**src/rtl/ebus_pkg.sv**
```systemverilog
// Shared types and constants for the front-end EBUS diagnostic master.
package ebus_pkg;

    typedef logic [35:0] ebus_word_t;
    typedef logic [6:0]  ebus_func_t;

    typedef enum logic [2:0] {
        ST_IDLE   = 3'd0,
        ST_SETUP  = 3'd1,
        ST_STROBE = 3'd2,
        ST_HOLD   = 3'd3,
        ST_RESP   = 3'd4
    } ebus_state_t;

    localparam ebus_func_t FN_WRITE_TEST = 7'o071;
    localparam ebus_func_t FN_READ_TEST  = 7'o100;

endpackage

```
**src/rtl/ebus_drv_check.sv**
```systemverilog
// Classifies the board EBUSdrive vector as no driver / more than one driver.
module ebus_drv_check #(
    parameter int NDRV = 30
) (
    input  logic [NDRV-1:0] i_vec,
    output logic            o_none,
    output logic            o_multi
);

    logic [NDRV-1:0] w_low_cleared;

    // Clearing the lowest set bit leaves something only if two or more bits were set.
    assign w_low_cleared = i_vec & (i_vec - {{(NDRV-1){1'b0}}, 1'b1});
    assign o_none        = ~|i_vec;
    assign o_multi       = |w_low_cleared;

endmodule

```
**src/rtl/ebus_diag_master.sv**
```systemverilog
// EBUS diagnostic initiator: sequences DS / diag strobe timing for one
// console request at a time and reports read data with driver-fault flags.
// Handshake: a request is taken on a clock edge where req_valid and req_ready
// are both 1; rsp_valid is a single-cycle pulse with no backpressure.
module ebus_diag_master
    import ebus_pkg::*;
#(
    parameter int NDRV       = 30,
    parameter int SETUP_CYC  = 2,
    parameter int STROBE_CYC = 3,
    parameter int HOLD_CYC   = 1
) (
    input  logic            clk,
    input  logic            crobar,
    input  logic            req_valid,
    output logic            req_ready,
    input  logic            req_write,
    input  logic [6:0]      req_func,
    input  logic [35:0]     req_wdata,
    output logic            rsp_valid,
    output logic [35:0]     rsp_data,
    output logic            rsp_nodrv,
    output logic            rsp_multi,
    output logic [6:0]      ebus_ds,
    output logic            ebus_diag_strobe,
    output logic [35:0]     ebus_data_out,
    output logic            ebus_data_oe,
    input  logic [35:0]     ebus_data_in,
    input  logic [NDRV-1:0] ebus_drive_vec,
    output logic [2:0]      dbg_state
);

    localparam logic [3:0] SETUP_LD  = 4'(SETUP_CYC - 1);
    localparam logic [3:0] STROBE_LD = 4'(STROBE_CYC - 1);
    localparam logic [3:0] HOLD_LD   = (HOLD_CYC == 0) ? 4'd0 : 4'(HOLD_CYC - 1);
    localparam bit         HAS_HOLD  = (HOLD_CYC != 0);

    ebus_state_t r_state;
    logic [3:0]  r_cnt;
    logic        r_write;
    ebus_word_t  r_samp_data;
    logic        r_samp_nodrv, r_samp_multi;
    logic        r_req_ready, r_rsp_valid, r_rsp_nodrv, r_rsp_multi;
    ebus_word_t  r_rsp_data, r_dout;
    ebus_func_t  r_ds;
    logic        r_strobe, r_oe;

    logic        w_none, w_multi, w_sample, w_enter_resp;
    ebus_word_t  w_samp_data;

    ebus_drv_check #(.NDRV(NDRV)) u_drv_check (
        .i_vec   (ebus_drive_vec),
        .o_none  (w_none),
        .o_multi (w_multi)
    );

    assign w_sample     = (r_state == ST_STROBE) && (r_cnt == 4'd0) && !r_write;
    assign w_samp_data  = w_none ? '0 : ebus_data_in;
    assign w_enter_resp = ((r_state == ST_STROBE) && (r_cnt == 4'd0) && !HAS_HOLD) ||
                          ((r_state == ST_HOLD) && (r_cnt == 4'd0));

    always_ff @(posedge clk or posedge crobar) begin
        if (crobar) begin
            r_state      <= ST_IDLE;
            r_cnt        <= 4'd0;
            r_write      <= 1'b0;
            r_samp_data  <= '0;
            r_samp_nodrv <= 1'b0;
            r_samp_multi <= 1'b0;
            r_req_ready  <= 1'b1;
            r_rsp_valid  <= 1'b0;
            r_rsp_data   <= '0;
            r_rsp_nodrv  <= 1'b0;
            r_rsp_multi  <= 1'b0;
            r_ds         <= '0;
            r_strobe     <= 1'b0;
            r_dout       <= '0;
            r_oe         <= 1'b0;
        end else begin
            r_rsp_valid <= 1'b0;
            case (r_state)
                ST_IDLE: begin
                    if (req_valid && r_req_ready) begin
                        r_state      <= ST_SETUP;
                        r_cnt        <= SETUP_LD;
                        r_req_ready  <= 1'b0;
                        r_write      <= req_write;
                        r_ds         <= req_func;
                        r_oe         <= req_write;
                        r_dout       <= req_write ? req_wdata : '0;
                        r_samp_data  <= '0;
                        r_samp_nodrv <= 1'b0;
                        r_samp_multi <= 1'b0;
                    end
                end
                ST_SETUP: begin
                    if (r_cnt == 4'd0) begin
                        r_state  <= ST_STROBE;
                        r_cnt    <= STROBE_LD;
                        r_strobe <= 1'b1;
                    end else begin
                        r_cnt <= r_cnt - 4'd1;
                    end
                end
                ST_STROBE: begin
                    if (r_cnt == 4'd0) begin
                        r_strobe <= 1'b0;
                        if (w_sample) begin
                            r_samp_data  <= w_samp_data;
                            r_samp_nodrv <= w_none;
                            r_samp_multi <= w_multi;
                        end
                        if (HAS_HOLD) begin
                            r_state <= ST_HOLD;
                            r_cnt   <= HOLD_LD;
                        end
                    end else begin
                        r_cnt <= r_cnt - 4'd1;
                    end
                end
                ST_HOLD: begin
                    if (r_cnt != 4'd0) r_cnt <= r_cnt - 4'd1;
                end
                ST_RESP: begin
                    r_state     <= ST_IDLE;
                    r_req_ready <= 1'b1;
                end
                default: r_state <= ST_IDLE;
            endcase
            // Entry into RESP may come from STROBE or HOLD; the sample may be this very edge.
            if (w_enter_resp) begin
                r_state     <= ST_RESP;
                r_ds        <= '0;
                r_oe        <= 1'b0;
                r_dout      <= '0;
                r_rsp_valid <= 1'b1;
                r_rsp_data  <= w_sample ? w_samp_data : r_samp_data;
                r_rsp_nodrv <= w_sample ? w_none      : r_samp_nodrv;
                r_rsp_multi <= w_sample ? w_multi     : r_samp_multi;
            end
        end
    end

    assign req_ready        = r_req_ready;
    assign rsp_valid        = r_rsp_valid;
    assign rsp_data         = r_rsp_data;
    assign rsp_nodrv        = r_rsp_nodrv;
    assign rsp_multi        = r_rsp_multi;
    assign ebus_ds          = r_ds;
    assign ebus_diag_strobe = r_strobe;
    assign ebus_data_out    = r_dout;
    assign ebus_data_oe     = r_oe;
    assign dbg_state        = r_state;

endmodule

```
**config.mk**
```make
export PLATFORM = sky130hd
export DESIGN_NAME = ebus_diag_master
export DESIGN_NICKNAME = d
export VERILOG_FILES = /design/src/rtl/ebus_pkg.sv /design/src/rtl/ebus_drv_check.sv /design/src/rtl/ebus_diag_master.sv
export SDC_FILE = /design/constraint.sdc
export NUM_CORES = 1
export LEC_CHECK = 0
export ABC_AREA = 1
export ABC_CLOCK_PERIOD_IN_PS = 6000
export CORE_UTILIZATION = 45
export CTS_CLUSTER_SIZE = 10
export DETAILED_ROUTE_END_ITERATION = 8
export PLACE_DENSITY = 0.87
export SLEW_MARGIN = 20
export SYNTH_ARGS = -nofsm -noshare
export SYNTH_HDL_FRONTEND = slang
export SYNTH_SLANG_ARGS = --single-unit
```
**constraint.sdc**
```tcl
create_clock -name clk -period 6 [get_ports clk]
set_clock_uncertainty 0.2 [all_clocks]
set_input_delay 1.2 -clock clk [delete_from_list [all_inputs] [get_ports clk]]
set_output_delay 1.2 -clock clk [all_outputs]
set_load 0.01 [all_outputs]
```
==> summary.txt <==
Status
  – Status: complete, no violations

Hold path
  – Hold WC Path Type: flip-flop to flip-flop

Power and ir drop
  – Switch Pwr: 422.5 uW
  – Internal power: 1.652 mW
  – Sequential power share: 42.6%
  – Pwr Density: 226.6 nW/um2
  – Comb pwr share: 6.2%
  – Part of the power in the clock network: 51.2%
  – Peak supply drop: 0.0001954 V
  – Standby leakage power: 4.182 nW
  – Sw Ratio: 20.37%

Clocking
  – CTS tree: done
  – Sink Count: 131
  – Post-CTS sizing: 0
  – Post-CTS Setup Bufs: 0
  – Worst-path clk slew: 0.06 ns
  – H-tree depth: 4
  – Clock Tree Buf Depth: 2
  – Hold-fix buffers, CTS: 0
  – CTS buffer count: 17
  – Clk_lat worst skew: 0.41 ns
  – Root Buffer: clkbuf_16

Timing
  – Worst-margin pin slew: 0.9419 ns
  – Post-route minimum period: 3.077 ns
  – Setup_tns: 0 ns
  – Max-slew violation count: 0
  – Final Hold Vio Count: 0
  – Max-slew headroom: 37.14%
  – Tcrit/Tclk final: 51.28%
  – RSZ-0062 raised after global routing: false
  – Achievable frequency: 0.3250 GHz
  – Setup violators final: 0

Critical path
  – CP Launch Type: primary input
  – Endpoint arrival time on the critical path: 3.17 ns
  – Crit Path Class: primary input to flip-flop
  – RR Startpoint: r_cnt[0]
  – R2R setup slack: 3.00 ns
  – RR Endpoint: ebus_data_out[22]
  – Reg2Reg Depth: 10
  – Crit end category: flip-flop
  – CP required: 6.09 ns
  – Worst Setup SP: req_valid
  – Critical path endpoint: ebus_data_out[12]
  – Crit path max fanout: 46

Cells and area
  – Fillcell total: 1,127
  – FF+latch area: 3279 um2
  – Final Util: 65.44%
  – Antenna Cells: 0
  – Nets: 1,070
  – Cell Count, Final, Fillers Out: 1,147
  – Area Growth Syn to Fin: 40.45%
  – Multi-input logic area: 2801 um2
  – Share of post-route cells with drive strength above 1: 11.79%

Drt
  – Routed WL: 17.11 mm
  – Post-route ant nets: 0
  – Initial drt markers: 477
  – Pre-antenna DRT Iters: 8
  – Vias/cell: 5.153
  – Drt drc: 0
  – Vias: 5,911
  – Wirelength per Cell: 14.91 um

Floorplan
  – # IOs: 201
  – Initial core utilization: 46.59%
  – CORE AREA: 13,990 um2
  – Width of the die: 122.3 um
  – Die H: 122.3 um
  – Die area: 14,970 um2
  – Site Rows: 43

Global route
  – Total Routing Usage GR: 23.73%
  – Grt ovf: 0
  – First-pass GRT wire length: 27.39 mm
  – Vias in the first global route: 5,588
  – Initial antenna violation count: 0
  – Largest net degree at the start of global routing: 86

Yosys
  – Synth top area share: 49.91%
  – Synth Cell Area: 6518 um2
  – Warnings from Yosys: 0
  – Register area share after synthesis: 50.32%
  – Yosys top cell by area: dfrtp_1
  – Top cells by count, synth: nand2_1, dfrtp_1, nand3_1
  – Synth Area per Inst: 8.475 um2
  – Yosys cell types: 37
  – Synth Net Count: 884
  – Top FF cell, synth: dfrtp_1
  – Synth area leaders: dfrtp_1, nand2_1, nand3_1
  – Async SR Flop Fraction: 100.0%
  – Synth Instances: 769
  – #FFs+latches synth: 131
  – Most frequent cell after synthesis: nand2_1
  – Number of synthesized flops with an enable pin: 0

Placement
  – Placed insts: 1,116
  – Post-DP HPWL: 11.57 mm
  – I/O Buffers: 200
  – Routability cong.: 0.8873

Job
  – Maximum capacitance violations: 0
-- per-stage QoR --
step / hold slack, ns / setup slack [ns] / cell area, um2 / power (mW)
after floorplan: 0.2417 / 1.104 / 6518 / 0.9347
after global placement: 0.2544 / 2.612 / 8541 / 1.028
after detailed placement: 0.2642 / 2.518 / 8541 / 1.029
after CTS: 0.2797 / 2.949 / 9154 / 2.094
after global routing: 0.2902 / 2.711 / 9154 / 2.150
final: 0.2772 / 2.923 / 9154 / 2.074
-- registers in the layout, summed over array words and instances (netlist names) --
| signal | flops |
|---|---|
| req_ready | 1 |
| r_samp_nodrv | 1 |
| ebus_ds | 7 |
| r_samp_data | 36 |
| dbg_state | 3 |
| ebus_diag_strobe | 1 |
| rsp_nodrv | 1 |
| r_samp_multi | 1 |
| ebus_data_oe | 1 |
| rsp_valid | 1 |
| r_write | 1 |
| rsp_data | 36 |
| rsp_multi | 1 |
| r_cnt | 4 |
| ebus_data_out | 36 |
-- per-layer routing --
layer / track usage, % / share of wire (%)
met1: 31.09 / 44
met5: 0 / 0
met2: 37.04 / 47
met3: 5.901 / 5.6
met4: 10.75 / 2.9
-- power by group through the flow --
stage	combinational, mW	sequential (mW)	clock (mW)
2_1_floorplan	0.0349	0.900	0
3_3_place_gp	0.129	0.900	0
3_5_place_dp	0.129	0.900	0
4_1_cts	0.130	0.884	1.08
5_1_grt	0.140	0.884	1.13
6_report	0.129	0.884	1.06
-- worst min path at each step --
stage	start	end	slack, ns	cells after the start
4_1_cts	r_samp_multi	r_samp_multi	0.28	2
5_1_grt	r_samp_multi	r_samp_multi	0.29	2
2_1_floorplan	r_samp_multi	r_samp_multi	0.24	2
6_report	r_samp_multi	r_samp_multi	0.28	2
3_3_place_gp	r_samp_multi	r_samp_multi	0.25	2
3_5_place_dp	rsp_data[25]	rsp_data[25]	0.26	2
-- layout by cell type (no fill, tap or decap), types with 3 or more instances in the layout --
master / netlist / routed
a21oi_1: 9 / 9
a22oi_2: 14 / 14
a22oi_4: 4 / 4
buf_4: 0 / 5
bufinv_16: 0 / 3
clkbuf_16: 0 / 17
clkbuf_8: 0 / 4
clkdlybuf4s50_1: 0 / 200
clkinvlp_4: 0 / 4
dfrtp_1: 130 / 130
inv_1: 42 / 40
inv_2: 6 / 6
nand2_1: 240 / 240
nand2_2: 13 / 13
nand2_4: 5 / 5
nand3_1: 97 / 97
nand3b_1: 4 / 4
nor2_1: 50 / 50
nor2_2: 9 / 9
nor2_4: 8 / 8
o21ai_0: 17 / 17
o21ai_1: 52 / 52
o21ai_2: 14 / 14
-- worst max-delay path, cell delays in order --
cell             delay, ns
clkdlybuf4s50_1       0.51
nand2_1               0.10
nor2_4                0.10
buf_4                 0.42
inv_2                 0.46
nand3_1               0.23
nand2_1               0.09
-- cells by family after synthesis --
family	count (synthesis)	synth area share, %
and+or+nand+nor	432	29.72
DFF	131	50.32
AOI/OAI and AO/OA	116	12.75
buffers and inverters	87	6.700
adders and majority gates	2	0.3839
xor gates and xnor gates	1	0.1344
-- final cells by class --
class	instances	share of cell area, %
clock buffers	23	5.331
clock inverters	8	1.367
repair buffers	205	22.28
inverters	49	2.132
flip-flops and latches	131	35.83
well taps	180	2.460
multi-input cells	551	30.60
No activity file was read; power rests on OpenSTA's default activity.
